<file path="config.mk">
export PLATFORM = sky130hd
export DESIGN_NAME = key_entry_conditioner
export DESIGN_NICKNAME = d
export VERILOG_FILES = /design/src/rtl/key_entry_conditioner.sv
export SDC_FILE = /design/constraint.sdc
export NUM_CORES = 1
export LEC_CHECK = 0
export CAP_MARGIN = 20
export CORE_AREA = 5 5 48 50
export DETAILED_ROUTE_END_ITERATION = 7
export DIE_AREA = 0 0 53 55
export PLACE_DENSITY = 0.72
export SLEW_MARGIN = 5
export SYNTH_ARGS = -nofsm -noshare
export SYNTH_HDL_FRONTEND = slang
export SYNTH_SLANG_ARGS = --single-unit
</file>
<file path="constraint.sdc">
create_clock -name clk -period 2.3 [get_ports clk]
set_input_delay 0.69 -clock clk [delete_from_list [all_inputs] [get_ports clk]]
set_output_delay 0.69 -clock clk [all_outputs]
set_load 0.05 [all_outputs]
</file>
<file path="src/rtl/key_entry_conditioner.sv">
// Pushbutton front-end for the combination lock: 2-flop sync, debounce, chord reject, one strobe per press.
// Optional KEY_ENTRY_COUNT_EN adds a saturating entry_count output for the digit-progress display.
module key_entry_conditioner #(
    parameter int unsigned DEBOUNCE_CYCLES = 16,
    parameter int unsigned CNT_W           = 8
) (
    input  logic       clk,
    input  logic       reset_n,
    input  logic       btn_zero,
    input  logic       btn_one,
    output logic       update,
    output logic       key,
`ifdef KEY_ENTRY_COUNT_EN
    output logic [3:0] entry_count,
`endif
    output logic       busy
);

    typedef enum logic [2:0] {
        ST_IDLE,
        ST_DEBOUNCE,
        ST_EMIT,
        ST_HELD,
        ST_RELEASE
    } state_t;

    localparam logic [CNT_W-1:0] CNT_LAST = CNT_W'(DEBOUNCE_CYCLES - 1);

    state_t           state;
    logic [1:0]       sync_zero;
    logic [1:0]       sync_one;
    logic [CNT_W-1:0] cnt;
    logic             cand;
    logic             s0;
    logic             s1;
    logic [1:0]       cand_hot;

    assign s0       = sync_zero[1];
    assign s1       = sync_one[1];
    assign cand_hot = cand ? 2'b10 : 2'b01;

    // NOTE: every register here uses <= so all flops sample pre-edge values, like real hardware.
    always_ff @(posedge clk or negedge reset_n) begin
        if (!reset_n) begin
            sync_zero <= '0;
            sync_one  <= '0;
            state     <= ST_IDLE;
            cnt       <= '0;
            cand      <= 1'b0;
            update    <= 1'b0;
            key       <= 1'b0;
            busy      <= 1'b0;
        end else begin
            sync_zero <= {sync_zero[0], btn_zero};
            sync_one  <= {sync_one[0], btn_one};
            update    <= 1'b0;

            case (state)
                ST_IDLE: begin
                    case ({s1, s0})
                        2'b01, 2'b10: begin
                            cand  <= s1;
                            cnt   <= '0;
                            state <= ST_DEBOUNCE;
                            busy  <= 1'b1;
                        end
                        2'b11: begin
                            cnt   <= '0;
                            state <= ST_HELD;
                            busy  <= 1'b1;
                        end
                        default: ;
                    endcase
                end

                ST_DEBOUNCE: begin
                    if ({s1, s0} == cand_hot) begin
                        if (cnt == CNT_LAST) begin
                            cnt    <= '0;
                            state  <= ST_EMIT;
                            update <= 1'b1;
                            key    <= cand;
                        end else begin
                            cnt <= cnt + 1'b1;
                        end
                    end else begin
                        // Bounce, release or a second button: start over without a strobe.
                        cnt   <= '0;
                        state <= ST_IDLE;
                        busy  <= 1'b0;
                    end
                end

                ST_EMIT: begin
                    cnt   <= '0;
                    state <= ST_HELD;
                end

                ST_HELD: begin
                    if (!s0 && !s1) begin
                        cnt   <= '0;
                        state <= ST_RELEASE;
                    end
                end

                ST_RELEASE: begin
                    if (!s0 && !s1) begin
                        if (cnt == CNT_LAST) begin
                            cnt   <= '0;
                            state <= ST_IDLE;
                            busy  <= 1'b0;
                        end else begin
                            cnt <= cnt + 1'b1;
                        end
                    end else begin
                        cnt   <= '0;
                        state <= ST_HELD;
                    end
                end

                default: begin
                    cnt   <= '0;
                    state <= ST_IDLE;
                    busy  <= 1'b0;
                end
            endcase
        end
    end

`ifdef KEY_ENTRY_COUNT_EN
    always_ff @(posedge clk or negedge reset_n) begin
        if (!reset_n) begin
            entry_count <= '0;
        end else if (state == ST_EMIT && entry_count != 4'd15) begin
            entry_count <= entry_count + 4'd1;
        end
    end
`endif

endmodule

</file>
==> impl_metrics.py, run 1 <==
metrics = {
    "synth": {
        "synth_area_sq_um": 987,
        "synthFlopType": "dfrtp_1",
        "synth_common_cells": "19 x dfrtp_1, 13 x nand2_1, 6 x a21oi_1, 5 x inv_1, 5 x o21ai_0",
        "synth.most_common_cell": "dfrtp_1",
        "avgSynthCellArea_sq_um": 10.3,
        "synth_top_cell_by_area": "dfrtp_1",
        "async_flop_share": 1.00,
        "postSynthCellCount": 96,
        "synth_edf_count": 0,
        "ys_top_cells_by_area": "dfrtp_1 48%, nand2_1 4.9%, ha_1 3.8%",
        "ys_ff_latch": 19,
        "synth.distinct_cells": 40,
        "synthesis.nets": 103,
        "synth_top_area_share": 0.482,
        "yosysWarnings": 0,
        "synth-seq-area-share": 0.482,
    },
    "timing": {
        "hold_viol": 0,
        "rsz0062_at_grt": "false",
        "slew_violations": 0,
        "period_minus_slack_ns": 2.18,
        "clock_skew_ns": 0.00321,
        "worst_slew_pin_slew_ns": 0.497,
        "fmax_mhz": 459,
        "setup_violations": 0,
        "finalCritPeriodShare": 0.947,
        "tns_ns": 0,
        "slew_headroom": 0.667,
    },
    "routing": {
        "drt_pre_antenna_iters": 4,
        "vias": 764,
        "wl_per_cell_um": 13.1,
        "drt-initial-drc-count": 18,
        "drc": 0,
        "avgViaCountPerCell": 5.79,
        "drt-total-wl_um": 1730,
        "ant_nets": 0,
    },
    "global_routing": {
        "grt_max_degree": 20,
        "grt_usage": 0.146,
        "grt.overflow.total": 0,
        "antenna_found_initial": 0,
        "grt_pass1_wl_um": 2970,
        "grt_pass1_vias": 661,
    },
    "worst_setup_path": {
        "crit_start": "busy$_DFFE_PN0P_",
        "cp_top_family": "buffers and inverters",
        "r2r-start": "sync_one[1]$_DFF_PN0_",
        "cp.depth": 1,
        "setup.worst_path.end": "busy",
        "r2r-end": "cnt[2]$_DFFE_PN0P_",
        "worstPathMaxFanout": 3,
        "cp.buffers_inverters": 1,
        "critPathRequiredTime_ns": 1.61,
        "endpoint_kind": "output port",
        "arrival_ns": 1.49,
        "cp_cell_sequence": "clkdlybuf4s50_1",
        "critPathKind": "reg2out",
        "reg2reg_slack_ns": 0.43,
        "slowest_delay_ns": 0.81,
        "reg2reg_depth": 6,
        "worst_setup_path_start_kind": "flip-flop",
        "slowest_stage": "clkdlybuf4s50_1",
    },
    "placement": {
        "dpl.hpwl_um": 1240,
        "gp_congestion": 0.814,
        "portBuffers": 6,
    },
    "clock_tree": {
        "h-tree-depth": 1,
        "cts_buffers": 3,
        "cts.repair.resized": 0,
        "hold_buffers": 0,
        "clock_path_buffers": 2,
        "insertion_delay_ns": 0.30,
        "clk_pin_slew_ns": 0.11,
        "cts_tree": "yes",
        "cts.sinks": 19,
        "cts_setup_buffers": 0,
        "root_buffer": "clkbuf_4",
    },
    "hold_path": {
        "min_path_cells": 0,
        "min_path_type": "reg2reg",
    },
    "flow_run": {
        "maxCapViolCount": 0,
    },
    "die": {
        "io_pins": 7,
        "design.die.area_sq_mm": 0.00292,
        "core_sq_mm": 0.00186,
        "start_util": 0.530,
        "dieWidth_um": 53,
        "fp-row-count": 16,
        "die_h_um": 55,
    },
    "pwr": {
        "p_per_area_mw_per_mm2": 829,
        "ir_drop_mv": 0.573,
        "power_uw": 912,
        "leakage_uw": 0.000471,
    },
    "cells_and_area": {
        "antennaDiodeCount": 0,
        "final.fill_count": 162,
        "nNetsFinal": 113,
        "syn_to_final_growth_pct": 11.4,
        "drive_gt1_frac": 0.124,
    },
    "outcome": {
        "status": "completed",
    },
}
## cell families (layout without fill, tap and decap cells)
logic type	count (synthesis)	in the layout	synth area share
flip-flops	19	19	0.482
XOR/XNOR	1	1	0.00887
buffers and inverters	8	17	0.0431
AO/OA/AOI/OAI	30	30	0.233
multiplexers	1	1	0.0114
adder cells (fa/ha/maj)	3	3	0.0380
AND/OR/NAND/NOR	34	34	0.184
## worst min path at each step
stage,start,to,slack (ns)
global route,sync_one[0]$_DFF_PN0_,sync_one[1]$_DFF_PN0_,0.37
detailed placement,sync_one[0]$_DFF_PN0_,sync_one[1]$_DFF_PN0_,0.34
floorplan,sync_one[0]$_DFF_PN0_,sync_one[1]$_DFF_PN0_,0.33
finish,sync_one[0]$_DFF_PN0_,sync_one[1]$_DFF_PN0_,0.36
global placement,sync_one[0]$_DFF_PN0_,sync_one[1]$_DFF_PN0_,0.33
CTS,sync_one[0]$_DFF_PN0_,sync_one[1]$_DFF_PN0_,0.36
## sequential cells by signal (all words and copies together) (netlist names)
signal and flops:
sync_zero 2, update 1, key 1, cnt 8
busy 1, sync_one 2, cand 1, state 3
## metrics by stage
| step | hold WS, ns | instances | worst slack (ns) | area (sq um) | util |
|---|---|---|---|---|---|
| finish | 0.358 | 132 | 0.123 | 1100 | 0.591 |
| global route | 0.369 | 132 | 0.0853 | 1100 | 0.591 |
| CTS | 0.363 | 132 | 0.112 | 1100 | 0.591 |
| detailed placement | 0.336 | 128 | 0.433 | 1070 | 0.576 |
| global placement | 0.334 | 128 | 0.461 | 1070 | 0.576 |
| floorplan | 0.331 | 96 | 0.484 | 987 | - |
## layout by cell type (no fill, tap or decap), drive strengths merged, types with 2 or more instances in the layout
master,n
nor3,3
a211o,2
nor2,4
inv,5
ha,3
nand3,3
a221o,3
clkbuf,3
buf,2
nand2,13
dfrtp,19
o21ai,5
a31oi,2
nand3b,2
clkdlybuf4s50,6
a21oi,7
## metal layers
metal,vias to the layer above,GRT usage,wire length [um]
met5,-,0,0
met4,0,0.102,74
met3,8,0.0322,70
met2,24,0.215,801
met1,358,0.192,781
li1,374,-,-
## report_power, final
group,switching (uW),internal (uW)
Combinational,164,128
Sequential,69.3,382
Clock,105,64.8
## final cells by class
class | count | area [sq um] | area share
flip-flops and latches | 19 | 475 | 0.432
inverters | 5 | 18.8 | 0.0171
multi-input cells | 69 | 469 | 0.427
repair buffers | 8 | 75.1 | 0.0683
well taps | 27 | 33.8 | 0.0307
clock buffers | 3 | 22.5 | 0.0205
clock inverters | 1 | 5.00 | 0.00455
Note: power is estimated with default switching activity, not from simulation.
==> run 2: changes to the inputs <==
--- a/config.mk
+++ b/config.mk
@@ -5,11 +5,14 @@
 export SDC_FILE = /design/constraint.sdc
 export NUM_CORES = 1
 export LEC_CHECK = 0
+export ABC_AREA = 1
 export CAP_MARGIN = 20
-export CORE_AREA = 5 5 48 50
+export CORE_AREA = 5 5 52 54
+export CTS_CLUSTER_DIAMETER = 200
 export DETAILED_ROUTE_END_ITERATION = 7
-export DIE_AREA = 0 0 53 55
-export PLACE_DENSITY = 0.72
+export DIE_AREA = 0 0 57 59
+export GPL_ROUTABILITY_DRIVEN = 0
+export PLACE_DENSITY = 0.7
 export SLEW_MARGIN = 5
 export SYNTH_ARGS = -nofsm -noshare
 export SYNTH_HDL_FRONTEND = slang
==> run 2 against run 1 <==
Compared with the run above: fmax increased by 0.37%; die area increased by 15%; combinational power increased by 72%; clock skew decreased by 0.00065 ns; final area increased by 17%; first-iteration DRC count decreased by 33%; utilization increased by 0.33 points; count of clock-buffer cells in the layout increased by 1; critical path type unchanged; synthesized cell count increased by 55%; non-clock buffer count decreased by 1; register-to-register slack improved by 0.28 ns.
==> impl_metrics.py, run 2 <==
metrics = {
    "outcome": {
        "status": "completed",
    },
    "cells_and_area": {
        "regMostFlops": "cnt",
        "seq_area_sq_um": 475,
        "nNetsFinal": 168,
        "antennaDiodeCount": 0,
        "drive_gt1_frac": 0.150,
        "reg.largest.list": "cnt (8), state (3)",
        "final.fill_count": 207,
        "layout_common_cells": "47 x nand2_1, 22 x nand3_1, 19 x dfrtp_1",
        "syn_to_final_growth_pct": 11.1,
        "final_common_cell": "nand2_1",
        "largest_register_ffs": 8,
        "multi_input_area_sq_um": 613,
    },
    "worst_setup_path": {
        "slowest_stage": "clkdlybuf4s50_1",
        "slowest_delay_ns": 0.81,
        "cp_top_family": "buffers and inverters",
        "critPathRequiredTime_ns": 1.61,
        "cp.buffers_inverters": 1,
        "endpoint_kind": "output port",
        "worst_setup_path_start_kind": "flip-flop",
        "cp_cell_sequence": "clkdlybuf4s50_1",
        "worstPathMaxFanout": 2,
        "arrival_ns": 1.48,
        "critPathKind": "reg2out",
    },
    "routing": {
        "avgViaCountPerCell": 5.07,
        "drt_pre_antenna_iters": 4,
        "drc": 0,
        "drt-total-wl_um": 2130,
        "wl_per_cell_um": 11.3,
        "drt-initial-drc-count": 12,
        "vias": 954,
        "ant_nets": 0,
    },
    "pwr": {
        "leakage_uw": 0.000635,
        "p_per_area_mw_per_mm2": 879,
        "power_uw": 1130,
        "ir_drop_mv": 0.590,
    },
    "timing": {
        "clock_skew_ns": 0.00256,
        "worst_slew_pin_slew_ns": 0.504,
        "fin_ws_ns": 0.131,
        "slew_violations": 0,
        "period_minus_slack_ns": 2.17,
        "tns_ns": 0,
        "rsz0062_at_grt": "false",
        "fin_hold_ws_ns": 0.373,
        "finalCritPeriodShare": 0.943,
        "slew_headroom": 0.663,
        "hold_viol": 0,
        "setup_violations": 0,
        "fmax_mhz": 461,
    },
    "synth": {
        "synth_top_cell_by_area": "dfrtp_1",
        "synth_common_cells": "47 x nand2_1, 22 x nand3_1, 19 x dfrtp_1, 16 x inv_1, 15 x nor2_1",
        "ys_ff_latch": 19,
        "yosysWarnings": 0,
        "avgSynthCellArea_sq_um": 7.78,
        "synth.distinct_cells": 19,
        "synth.most_common_cell": "nand2_1",
        "postSynthCellCount": 149,
        "synthFlopType": "dfrtp_1",
        "synthesis.nets": 156,
        "ys_top_cells_by_area": "dfrtp_1 41%, nand2_1 15%, nand3_1 9.5%",
        "synth_area_sq_mm": 0.00116,
        "synth_top_area_share": 0.410,
        "synth_edf_count": 0,
        "synth-seq-area-share": 0.410,
        "async_flop_share": 1.00,
    },
    "clock_tree": {
        "clk_pin_slew_ns": 0.11,
        "hold_buffers": 0,
        "cts_setup_buffers": 0,
        "h-tree-depth": 1,
        "cts.repair.resized": 0,
        "cts_buffers": 3,
        "cts.sinks": 19,
        "insertion_delay_ns": 0.29,
        "cts_tree": "yes",
        "clock_path_buffers": 2,
        "root_buffer": "clkbuf_4",
    },
    "global_routing": {
        "busiest_layer": "met2",
        "antenna_found_initial": 0,
        "grt_pass1_vias": 895,
        "gr-usage-met3": 0.0261,
        "grt.overflow.total": 0,
        "grt_usage": 0.145,
        "grt_max_degree": 20,
        "use_met2": 0.264,
        "grt_pass1_wl_um": 3770,
        "gr-usage-met1": 0.167,
    },
    "placement": {
        "dpl.hpwl_um": 1660,
        "place_ws_ns": 0.462,
        "portBuffers": 6,
    },
    "die": {
        "fp-row-count": 17,
        "core_sq_mm": 0.00217,
        "start_util": 0.535,
        "io_pins": 7,
        "dieWidth_um": 57,
        "die_h_um": 59,
        "design.die.area_sq_mm": 0.00336,
    },
    "hold_path": {
        "min_path_type": "reg2reg",
    },
    "flow_run": {
        "maxCapViolCount": 0,
    },
}
## run 2: metal layers
layer | vias up | share of wire
li1 | 495 | -
met3 | 2 | 0.028
met5 | - | 0
met1 | 445 | 0.44
met2 | 12 | 0.52
met4 | 0 | 0.0066
## run 2: final cells by class
class / count / share of cell area
Sequential cell: 19 / 0.369
Clock buffer: 4 / 0.0204
Inverter: 19 / 0.0553
Multi-Input combinational cell: 111 / 0.476
Timing Repair Buffer: 7 / 0.0524
Tap cell: 28 / 0.0272
## run 2: logic make-up (layout without fill, tap and decap cells)
kind of cell,Yosys count,in the layout,share of synthesized area
AO/OA/AOI/OAI,7,7,0.0485
buffers and inverters,19,30,0.0615
XOR/XNOR,3,3,0.0227
adder cells (fa/ha/maj),3,3,0.0324
AND/OR/NAND/NOR,98,98,0.425
flip-flops,19,19,0.410
## run 2: final timing paths
check | startpoint | endpoint | slack [ns] | cells after the start
worst max-delay path | busy$_DFFE_PN0P_ | busy | 0.13 | 1
worst min-delay path | sync_zero[0]$_DFF_PN0_ | sync_zero[1]$_DFF_PN0_ | 0.37 | 0
worst max register to register | sync_zero[1]$_DFF_PN0_ | state[1]$_DFFE_PN0P_ | 0.71 | 9
worst min register to register | sync_zero[0]$_DFF_PN0_ | sync_zero[1]$_DFF_PN0_ | 0.37 | 0
max in group asynchronous | reset_n | cnt[3]$_DFFE_PN0P_ | 1.38 | 2
min in group asynchronous | reset_n | sync_one[1]$_DFF_PN0_ | 0.72 | 2
## run 2: where the power goes
group	leakage (uW)	internal (uW)	switching (uW)	total, uW
sequential	0.000248	393	70.2	463
combinational	0.000371	170	333	503
clock	0.0000150	67.4	99.9	167
total	0.000635	630	503	1130
## run 2: metrics by stage
step / area (sq um) / instances / utilization
3_3_place_gp: 1260 / 184 / 0.582
2_1_floorplan: 1160 / 149 / -
5_1_grt: 1290 / 188 / 0.594
3_5_place_dp: 1260 / 184 / 0.582
6_report: 1290 / 188 / 0.594
4_1_cts: 1290 / 188 / 0.594
==> run 3: changes to the inputs <==
--- a/config.mk
+++ b/config.mk
@@ -12,6 +12,7 @@
 export DETAILED_ROUTE_END_ITERATION = 7
 export DIE_AREA = 0 0 57 59
 export GPL_ROUTABILITY_DRIVEN = 0
+export MAX_ROUTING_LAYER = met4
 export PLACE_DENSITY = 0.7
 export SLEW_MARGIN = 5
 export SYNTH_ARGS = -nofsm -noshare
==> constraint.sdc (replaced) <==
create_clock -name clk -period 2.3 [get_ports clk]
set_input_delay 0.46 -clock clk [delete_from_list [all_inputs] [get_ports clk]]
set_output_delay 0.46 -clock clk [all_outputs]
set_load 0.05 [all_outputs]
==> run 3 against run 2 <==
Compared with the run above: register-to-register slack about the same; sequential share of layout area about the same; total power down 0.32%; largest power group unchanged; worst hold slack worse by 0.014 ns; global-route usage down 0.75 points; combinational power about the same; critical path depth unchanged; fmax up 13%.
==> impl_metrics.py, run 3 (synthesized netlist as in run 2, its figures left out) <==
metrics = {
    "timing": {
        "hold_viol": 0,
        "slew_headroom": 0.661,
        "period_minus_slack_ns": 1.92,
        "rsz0062_at_grt": "false",
        "finalCritPeriodShare": 0.836,
        "tns_ns": 0,
        "fin_hold_ws_ns": 0.358,
        "worst_slew_pin_slew_ns": 0.507,
        "clock_skew_ns": 0.00583,
        "fmax_mhz": 520,
        "setup_violations": 0,
        "slew_violations": 0,
    },
    "hold_path": {
        "min_path_cells": 0,
        "min_path_type": "reg2reg",
        "min_to": "sync_one[1]$_DFF_PN0_",
        "hold_start": "sync_one[0]$_DFF_PN0_",
    },
    "global_routing": {
        "grt_usage": 0.137,
        "grt_pass1_vias": 824,
        "grt.overflow.total": 0,
        "grt_max_degree": 20,
        "grt_pass1_wl_um": 3490,
        "antenna_found_initial": 0,
    },
    "outcome": {
        "status": "completed",
    },
    "cells_and_area": {
        "regMostFlops": "cnt",
        "drive_gt1_frac": 0.156,
        "syn_to_final_growth_pct": 11.2,
        "final_core_util": 0.595,
        "reg.largest.list": "cnt (8), state (3)",
        "final_common_cell": "nand2_1",
        "nNetsFinal": 168,
        "antennaDiodeCount": 0,
        "final_area_sq_mm": 0.00129,
        "final.fill_count": 201,
        "layout_common_cells": "47 x nand2_1, 22 x nand3_1, 19 x dfrtp_1",
        "largest_register_ffs": 8,
    },
    "die": {
        "core_sq_mm": 0.00217,
        "design.die.area_sq_mm": 0.00336,
        "io_pins": 7,
        "fp-row-count": 17,
        "die_h_um": 59,
        "start_util": 0.535,
        "dieWidth_um": 57,
    },
    "pwr": {
        "power_uw": 1130,
        "leakage_uw": 0.000637,
        "p_per_area_mw_per_mm2": 875,
        "ir_drop_mv": 0.515,
    },
    "clock_tree": {
        "cts_buffers": 3,
        "cts_tree": "yes",
        "clk_pin_slew_ns": 0.10,
        "insertion_delay_ns": 0.29,
        "cts.repair.resized": 0,
        "cts.sinks": 19,
        "hold_buffers": 0,
        "clock_path_buffers": 2,
        "root_buffer": "clkbuf_4",
        "cts_setup_buffers": 0,
        "h-tree-depth": 1,
    },
    "routing": {
        "drc": 0,
        "drt_pre_antenna_iters": 4,
        "ant_nets": 0,
        "wl_per_cell_um": 10.6,
        "avgViaCountPerCell": 4.86,
        "drt-total-wl_um": 2000,
        "drt-initial-drc-count": 25,
        "vias": 913,
    },
    "worst_setup_path": {
        "reg2reg_slack_ns": 0.72,
        "slowest_stage": "clkdlybuf4s50_1",
        "slowest_delay_ns": 0.81,
        "cp_cell_sequence": "clkdlybuf4s50_1",
        "cp.buffers_inverters": 1,
        "reg2reg_depth": 9,
        "endpoint_kind": "output port",
        "arrival_ns": 1.46,
        "critPathKind": "reg2out",
        "worstPathMaxFanout": 2,
        "worst_setup_path_start_kind": "flip-flop",
        "cp_top_family": "buffers and inverters",
        "r2r-start": "sync_one[1]$_DFF_PN0_",
        "r2r-end": "state[1]$_DFFE_PN0P_",
        "critPathRequiredTime_ns": 1.84,
    },
    "placement": {
        "portBuffers": 6,
        "post_dp_cell_area_sq_mm": 0.00126,
        "dpl.hpwl_um": 1540,
    },
    "flow_run": {
        "maxCapViolCount": 0,
    },
}
[run 3: cell count changes in the layout (fill, tap and decap cells not counted)]
cell,before,now
clkinv_2,0,1
clkbuf_1,1,0
[run 3: power breakdown]
part | leakage, uW | internal [uW] | switching [uW]
combinational | 0.000371 | 170 | 332
sequential | 0.000248 | 393 | 70.5
clock | 0.0000177 | 64.7 | 100
[run 3: layer usage]
metal | part of all wire | wire length [um] | up-vias | GRT usage
met5 | 0 | 0 | - | -
met4 | 0.0090 | 18 | 0 | 0.0596
met3 | 0.016 | 32 | 2 | 0.0261
met2 | 0.46 | 915 | 8 | 0.215
met1 | 0.52 | 1030 | 411 | 0.174
li1 | - | - | 492 | -
[run 3: final cells by class]
class	instances	area, sq um	share of cell area
Clock inverter	1	5.00	0.00388
Sequential cell	19	475	0.369
Clock buffer	3	22.5	0.0175
Tap cell	28	35.0	0.0272
Inverter	19	71.3	0.0553
Timing Repair Buffer	7	67.6	0.0524
Multi-Input combinational cell	111	613	0.475
[run 3: metrics by stage]
| stage | instances | worst slack (ns) |
|---|---|---|
| after floorplan | 149 | 0.933 |
| after global placement | 184 | 0.712 |
| after detailed placement | 184 | 0.697 |
| after CTS | 188 | 0.359 |
| after global routing | 188 | 0.309 |
| final | 188 | 0.376 |
[run 3: how the worst max path moves through the flow]
stage	start	to	slack, ns	cells past startpoint
finish	key$_DFFE_PN0P_	key	0.38	1
global route	key$_DFFE_PN0P_	key	0.31	1
CTS	busy$_DFFE_PN0P_	busy	0.36	1
detailed placement	busy$_DFFE_PN0P_	busy	0.70	1
global placement	key$_DFFE_PN0P_	key	0.71	1
floorplan	sync_one[1]$_DFF_PN0_	state[1]$_DFFE_PN0P_	0.93	9
